`src/rtl/spi_pkg.sv`:
```
// Shared constants for the SPI receive path: word width, chip-select polarity
// and the deserialiser state encoding.
package spi_pkg;

  localparam int unsigned SPI_DATA_W    = 8;
  localparam logic        SPI_CS_ACTIVE = 1'b0;

  localparam logic [1:0] ST_WAIT_IDLE = 2'd0;
  localparam logic [1:0] ST_IDLE      = 2'd1;
  localparam logic [1:0] ST_SHIFT     = 2'd2;

endpackage

```
`src/rtl/rx_sync_fifo.sv`:
```
// Single-clock FIFO with a fall-through head; the pointers carry one extra
// wrap bit so full and empty can be told apart.
module rx_sync_fifo #(
  parameter int unsigned DATA_W = 8,
  parameter int unsigned DEPTH  = 4
) (
  input  logic              clk,
  input  logic              rst_n,
  input  logic              push,
  input  logic [DATA_W-1:0] push_data,
  input  logic              pop,
  output logic [DATA_W-1:0] head_c,
  output logic              empty_c,
  output logic              full_c,
  output logic              ovf_evt_c
);

  localparam int unsigned AW = $clog2(DEPTH);
  localparam int unsigned PW = AW + 1;

  logic [DATA_W-1:0] mem [DEPTH];
  logic [PW-1:0]     wr_ptr;
  logic [PW-1:0]     rd_ptr;
  logic              do_pop;
  logic              do_push;

  assign empty_c   = (wr_ptr == rd_ptr);
  assign full_c    = (wr_ptr[AW] != rd_ptr[AW]) && (wr_ptr[AW-1:0] == rd_ptr[AW-1:0]);
  assign do_pop    = pop && !empty_c;
  // A pop in the same cycle frees the slot being written, so a full push still lands.
  assign do_push   = push && (!full_c || do_pop);
  assign ovf_evt_c = push && full_c && !do_pop;
  assign head_c    = mem[rd_ptr[AW-1:0]];

  always_ff @(posedge clk or negedge rst_n) begin
    if (!rst_n) begin
      wr_ptr <= '0;
      rd_ptr <= '0;
      for (int i = 0; i < int'(DEPTH); i++) mem[i] <= '0;
    end else begin
      if (do_push) begin
        mem[wr_ptr[AW-1:0]] <= push_data;
        wr_ptr              <= wr_ptr + PW'(1);
      end
      if (do_pop) rd_ptr <= rd_ptr + PW'(1);
    end
  end

endmodule

```
`src/rtl/spi_rx_deser.sv`:
```
// Oversampling SPI mode-0 receiver: synchronises the serial inputs into m_clk,
// deserialises MSB-first words and queues them in a small receive FIFO.
module spi_rx_deser
  import spi_pkg::*;
#(
  parameter int unsigned DATA_W     = SPI_DATA_W,
  parameter int unsigned FIFO_DEPTH = 4,
  parameter logic        CS_ACTIVE  = SPI_CS_ACTIVE
) (
  input  logic              m_clk,
  input  logic              n_reset,
  input  logic              spi_clk,
  input  logic              spi_cs,
  input  logic              spi_mosi_in,
  input  logic              rd_en,
  output logic [DATA_W-1:0] rd_data,
  output logic              rd_valid,
  output logic              fifo_full,
  output logic              overflow,
  output logic              frame_err,
  input  logic              clr_status
);

  localparam int unsigned CNT_W = $clog2(DATA_W);
  localparam logic [CNT_W-1:0] LAST_BIT = CNT_W'(DATA_W - 1);

  logic s1_clk, s2_clk, s3_clk;
  logic s1_cs, s2_cs;
  logic s1_mosi, s2_mosi;

  logic [1:0]        state_q, state_d;
  logic [DATA_W-2:0] sr_q, sr_d;
  logic [CNT_W-1:0]  cnt_q, cnt_d;
  logic              frame_err_d;
  logic              push_c;
  logic              push_q;
  logic [DATA_W-1:0] push_data_q;
  logic              rise_c;
  logic              cs_act_c;
  logic              last_rise_c;
  logic              empty_c;
  logic              ovf_evt_c;

  // Two-flop synchronisers; spi_clk gets a third stage for edge detection.
  always_ff @(posedge m_clk or negedge n_reset) begin
    if (!n_reset) begin
      {s1_clk, s2_clk, s3_clk} <= '0;
      {s1_cs, s2_cs}           <= '0;
      {s1_mosi, s2_mosi}       <= '0;
    end else begin
      {s1_clk, s2_clk, s3_clk} <= {spi_clk, s1_clk, s2_clk};
      {s1_cs, s2_cs}           <= {spi_cs, s1_cs};
      {s1_mosi, s2_mosi}       <= {spi_mosi_in, s1_mosi};
    end
  end

  assign rise_c      = s2_clk && !s3_clk;
  assign cs_act_c    = (s2_cs == CS_ACTIVE);
  assign last_rise_c = rise_c && (cnt_q == LAST_BIT);

  always_ff @(posedge m_clk or negedge n_reset) begin
    if (!n_reset) begin
      state_q     <= ST_WAIT_IDLE;
      sr_q        <= '0;
      cnt_q       <= '0;
      frame_err   <= 1'b0;
      push_q      <= 1'b0;
      push_data_q <= '0;
    end else begin
      state_q     <= state_d;
      sr_q        <= sr_d;
      cnt_q       <= cnt_d;
      frame_err   <= frame_err_d;
      push_q      <= push_c;
      push_data_q <= {sr_q, s2_mosi};
    end
  end

  // sr_q holds only the DATA_W-1 bits already shifted; the live bit completes the word.
  always_comb begin
    state_d     = state_q;
    sr_d        = sr_q;
    cnt_d       = cnt_q;
    frame_err_d = 1'b0;
    push_c      = 1'b0;
    case (state_q)
      ST_WAIT_IDLE: begin
        if (!cs_act_c) state_d = ST_IDLE;
      end
      ST_IDLE: begin
        cnt_d = '0;
        if (cs_act_c) state_d = ST_SHIFT;
      end
      ST_SHIFT: begin
        if (rise_c) begin
          sr_d  = {sr_q[DATA_W-3:0], s2_mosi};
          cnt_d = last_rise_c ? '0 : cnt_q + CNT_W'(1);
          push_c = last_rise_c;
        end
        if (!cs_act_c) begin
          frame_err_d = (cnt_q != '0) && !last_rise_c;
          cnt_d       = '0;
          state_d     = ST_IDLE;
        end
      end
      default: state_d = ST_WAIT_IDLE;
    endcase
  end

  rx_sync_fifo #(
    .DATA_W (DATA_W),
    .DEPTH  (FIFO_DEPTH)
  ) u_fifo (
    .clk       (m_clk),
    .rst_n     (n_reset),
    .push      (push_q),
    .push_data (push_data_q),
    .pop       (rd_en),
    .head_c    (rd_data),
    .empty_c   (empty_c),
    .full_c    (fifo_full),
    .ovf_evt_c (ovf_evt_c)
  );

  assign rd_valid = !empty_c;

  // A fresh drop outranks a clear in the same cycle.
  always_ff @(posedge m_clk or negedge n_reset) begin
    if (!n_reset)        overflow <= 1'b0;
    else if (ovf_evt_c)  overflow <= 1'b1;
    else if (clr_status) overflow <= 1'b0;
  end

endmodule
```
`config.mk`:
```
export PLATFORM = sky130hd
export DESIGN_NAME = spi_rx_deser
export DESIGN_NICKNAME = d
export VERILOG_FILES = /design/src/rtl/spi_pkg.sv /design/src/rtl/rx_sync_fifo.sv /design/src/rtl/spi_rx_deser.sv
export SDC_FILE = /design/constraint.sdc
export NUM_CORES = 1
export LEC_CHECK = 0
export CAP_MARGIN = 30
export CORE_ASPECT_RATIO = 0.9
export CORE_UTILIZATION = 58
export DETAILED_ROUTE_END_ITERATION = 8
export GPL_ROUTABILITY_DRIVEN = 1
export PLACE_DENSITY = 0.89
export SETUP_SLACK_MARGIN = 0.02
export SLEW_MARGIN = 20
export SYNTH_ARGS = -nofsm -noshare
export SYNTH_HDL_FRONTEND = slang
export SYNTH_HIERARCHICAL = 1
export SYNTH_SLANG_ARGS = --single-unit
```
`constraint.sdc`:
```
create_clock -name m_clk -period 3 [get_ports m_clk]
set_clock_uncertainty 0.2 [all_clocks]
set_input_delay 0.45 -clock m_clk [delete_from_list [all_inputs] [get_ports m_clk]]
set_output_delay 0.45 -clock m_clk [all_outputs]
set_load 0.01 [all_outputs]
```
After elaboration in Yosys (flattened, before gate mapping) --
Cells that the tools add are included.
Operators by class: $add $sub $neg 3, $lt $le $gt $ge 3, equal/unequal tests 9, mux-type cells 19, bitwise operators 2, reductions and logical operators 23
Operators with widths (number):
- bitwise mux 32 bit | 1
- two-way mux 8 bit | 3
- binary-select mux 8 bit (select 2 bit) | 1
- demux 8 bit (select 2 bit) | 1
- adder 3 x 1 -> 3 bit, second input constant | 3
- logical AND 1 bit | 9
- two-way mux 3 bit | 3
- >= comparator 3 bit, second input constant | 2
- two-way mux 1 bit | 6
- inverter 2 -> 3 bit | 2
- case mux 3 bit (2 select lines) | 1
- AND reduction 2 bit | 3
- zero test 1 bit | 5
- two-way mux 2 bit | 2
- case mux 2 bit (2 select lines) | 1
- nonzero test 2 bit | 2
- == test 3 bit | 1
- == test 3 bit, second input constant | 1
- < comparator 3 x 1 -> 1 bit, second input constant | 1
- != test 3 bit, second input constant | 1
- nonzero test 3 bit | 1
- == test 2 x 1 -> 1 bit, second input constant | 1
- == test 2 bit | 1
- == test 2 bit, second input constant | 1
- other kinds (6) | 6
Storage, ports and cells: flip-flop bits (word level) 68, input bits 7, output and inout bits 12

Depth between registers and ports, before layout --
word-level depth 7, gate-level depth with buffers 6, depth with buffers taken out 5

Modules after synthesis --
The synthesis kept the hierarchy.
Modules (own cells, without submodules):
- rx_sync_fifo | instances 1, cells each 118, area each 1903.1 um2, seq. area each 950.9 um2
- spi_rx_deser | instances 1, cells each 63, area each 1034.7 um2, seq. area each 750.7 um2

Worst setup path after synthesis --
No wires, ideal clock.
path type register to register, from register u_fifo.rd_ptr[1], to register u_fifo/mem[16] (netlist bit), arrival time 1750 ps, slack 926 ps, cell stages (with the launch flop) 6, clock period less this slack 2074 ps, cells stage by stage dfrtp_1 > buf_6 > xor2_1 > buf_6 > o41ai_4 > mux2_2
Between the ends: cells in the longest elaborated chain, start to end 5, elaborated cells on any way between the ends 8
RTL lines:
- start, declared | RTL line rx_sync_fifo.sv:23 | logic [PW-1:0] rd_ptr;
- start signal, assigned | RTL line rx_sync_fifo.sv:45 | if (do_pop) rd_ptr <= rd_ptr + PW'(1);
- == test 3 bit / == test 2 bit (equally long branches) | RTL line rx_sync_fifo.sv:27, rx_sync_fifo.sv:28
- zero test 1 bit / logical AND 1 bit (equally long branches) | RTL line rx_sync_fifo.sv:29, rx_sync_fifo.sv:28
- logical AND 1 bit / zero test 1 bit (equally long branches) | RTL line rx_sync_fifo.sv:29, rx_sync_fifo.sv:31
- logical OR 1 bit * | RTL line rx_sync_fifo.sv:31 | assign do_push = push && (!full_c || do_pop);
- logical AND 1 bit * | RTL line rx_sync_fifo.sv:31
- end signal, assigned by index | RTL line rx_sync_fifo.sv:42 | mem[wr_ptr[AW-1:0]] <= push_data;
- end, declared | RTL line rx_sync_fifo.sv:21 | logic [DATA_W-1:0] mem [DEPTH];
Every way passes the cells marked *; elsewhere a longest branch is shown, timed or not. A chain may end at the register's enable or synchronous reset.

Worst setup path in the final report --
from register u_fifo.rd_ptr[1], to output rd_valid
Between the ends: cells in the longest elaborated chain, start to end 2
RTL lines:
- == test 3 bit | RTL line rx_sync_fifo.sv:27 | assign empty_c = (wr_ptr == rd_ptr);
- net empty_c | RTL line spi_rx_deser.sv:41 | logic empty_c;
- zero test 1 bit | RTL line spi_rx_deser.sv:125 | assign rd_valid = !empty_c;
- end, declared | RTL line spi_rx_deser.sv:17 | output logic rd_valid,
The timed path passes the listed nets, and every way through them passes these cells.

==> run metrics <==
outcome complete, but fails checks; failing checks negative hold slack; type of the worst min-delay path in -> async; Hold-fix buffers, CTS 0; Synthesized Nets 196; Post-Syn Instances 181; unrepaired setup endpoints after global routing false; TritonCTS clock tree built; Syn. warnings 6; dominant cells by area after synthesis dfrtp_1 58%, mux2_2 15%, mux4_2 6.1%; H-tree depth 3; routability cong. 0.721; post-DP HPWL 3.45 mm; fin crit period 2.84 ns; Die Height 69.5 um; Post-Route Utilization 69.8%; first-pass GRT wire length 8.71 mm; clock buffer count from CTS 9; Netlist cell types 39; Port Buffers 18; slew of the pin with the lowest slew margin 0.777 ns; Seq/Total Area, Yosys 57.9%; EDFF count, synth 0; setup TNS 0 ns; ant diodes 0; asr flop ratio synth 100%; worst r2r src u_fifo/rd_ptr[1]; Req. time, crit path 2.35 ns; nets@finish 227; Syn Area/Cell 16.2 sq um; IO Pins 19; flops & latches, synth 68; P_leak 1.62 nW; DRC errors left 0; Top Usage Layer GRT met2; Synth area leader dfrtp_1; final hold violation count 11; Worst setup SP type flip-flop; WS Path Type reg -> out; CP max FO 11; Clock Latency Late Sink 0.33 ns; mapped cell area 2940 sq um; Global Route met2 Usage 36.0%; Slew Limit Fails 0; std cell rows 24; via density per instance 5.61; die area 5350 sq um; fin crit share 94.5%; CP endpoint kind output port; pre-CTS setup slack 0.391 ns; Post-CTS Setup Repair Bufs 0; fin cells 282; initial core utilization 60.4%; Max-slew headroom 48.2%; DR pass1 iterations 4; DRT iter0 DRCs 55; gr usage total 22.1%; post-synth top area share 57.9%; met1 Use GR 28.1%; grt met3 use 6.32%; # fillers 327; initial antenna violation count 0; Worst-path clk slew 0.07 ns; Reg2Reg Capture Point u_fifo/wr_ptr[1]; Post-CTS Resized 0; Arrival @ worst endpoint 2.19 ns; Core Area 4860 sq um; worst r2r path cells 4; Final Setup Violations 0; Congestion Overflow GR 0; die width 77.0 um; Clk Tree Root Cell clkbuf_8; largest net degree at the start of global routing 36; Placed Cells 266; Layout area overhead 15.6%; vias in the first global route 1757; Peak Freq 353 MHz; antenna viol nets, final 0; ys flop type dfrtp_1; via count 1583; R2R setup slack 0.62 ns; Max Cap Violations 0; Avg WL per Cell 17.7 um; fin worst setup slack 0.164 ns; Peak VDD IR 415 uV; most frequent cells in the layout 68 x dfrtp_1, 39 x mux2_2, 17 x clkdlybuf4s50_1; total routed wirelength 5.00 mm; final hold slack -0.00611 ns; pwr/cell area 507 nW/um^2; Clock Path Buffers 2; most common cell after layout, fill and taps aside dfrtp_1; share of cells above drive strength 1 36.9%; clk sinks 68
## state kept, by name (all words and copies together), names as in the netlist, 2 cells and up
signal	count
cnt_q	3
u_fifo/wr_ptr	3
push_data_q	8
sr_q	7
state_q	2
u_fifo/mem	32
u_fifo/rd_ptr	3
## report_power, final
group | total [mW] | switching, mW | internal [mW]
Sequential | 0.999 | 0.0384 | 0.961
Clock | 0.656 | 0.332 | 0.323
Combinational | 0.0663 | 0.0339 | 0.0325
Total | 1.72 | 0.404 | 1.32
## logic make-up (layout without fill, tap and decap cells)
| family | after synthesis | after routing | synth area share, % |
|---|---|---|---|
| AOI/OAI and AO/OA | 15 | 15 | 6.77 |
| adders and majority gates | 8 | 8 | 3.41 |
| and+or+nand+nor | 21 | 21 | 4.81 |
| DFF | 68 | 68 | 57.9 |
| muxes | 49 | 49 | 21.8 |
| xor gates and xnor gates | 8 | 8 | 2.90 |
| buffers and inverters | 12 | 48 | 2.34 |
## cell type report
cell class              instances  area, sq um  share of cell area (%)
repair buffers                 25          240                    7.07
clock buffers                  11          141                    4.16
clock inverters                 5         37.5                    1.11
multi-input cells             101         1170                    34.4
flip-flops and latches         68         1700                    50.1
inverters                       7         26.3                   0.774
well taps                      65         81.3                    2.39
## synthesized netlist by cell type (all sizes together), types with 2 or more instances
| master | number |
|---|---|
| xor2 | 4 |
| dfrtp | 68 |
| inv | 7 |
| nor2b | 3 |
| o41ai | 5 |
| nand2 | 2 |
| xnor2 | 4 |
| mux4 | 8 |
| and2 | 5 |
| a22o | 2 |
| nor3 | 2 |
| mux2 | 41 |
| buf | 5 |
| ha | 8 |
| o21ai | 2 |
## worst max-delay path by stage
stage                     start          endpoint  slack, ns  depth (start not counted)
3_3_place_gp              rd_en     u_fifo/mem[3]       0.54                          4
5_1_grt        u_fifo/rd_ptr[1]          rd_valid       0.04                          5
6_report       u_fifo/rd_ptr[1]          rd_valid       0.16                          5
4_1_cts        u_fifo/rd_ptr[1]          rd_valid       0.14                          5
2_1_floorplan  u_fifo/rd_ptr[1]    u_fifo/mem[16]       0.93                          5
3_5_place_dp              rd_en  u_fifo/wr_ptr[1]       0.39                          3
## metal layers
layer | share of wire (%) | up-vias
met5 | 0 | -
met2 | 53 | 31
met4 | 1.4 | 0
li1 | - | 720
met1 | 42 | 823
met3 | 3.7 | 9
## metrics by stage
stage	area, sq um	power (mW)
floorplan	2940	1.04
global placement	3220	1.07
detailed placement	3220	1.08
CTS	3400	1.74
global route	3400	1.79
finish	3400	1.72
## critical path: stages, from the launching register on
cell             delay, ns
dfrtp_1               0.68
xor2_1                0.24
buf_4                 0.25
nor3_1                0.08
inv_1                 0.08
clkdlybuf4s50_1       0.52
(Power assumes the default switching activity.)
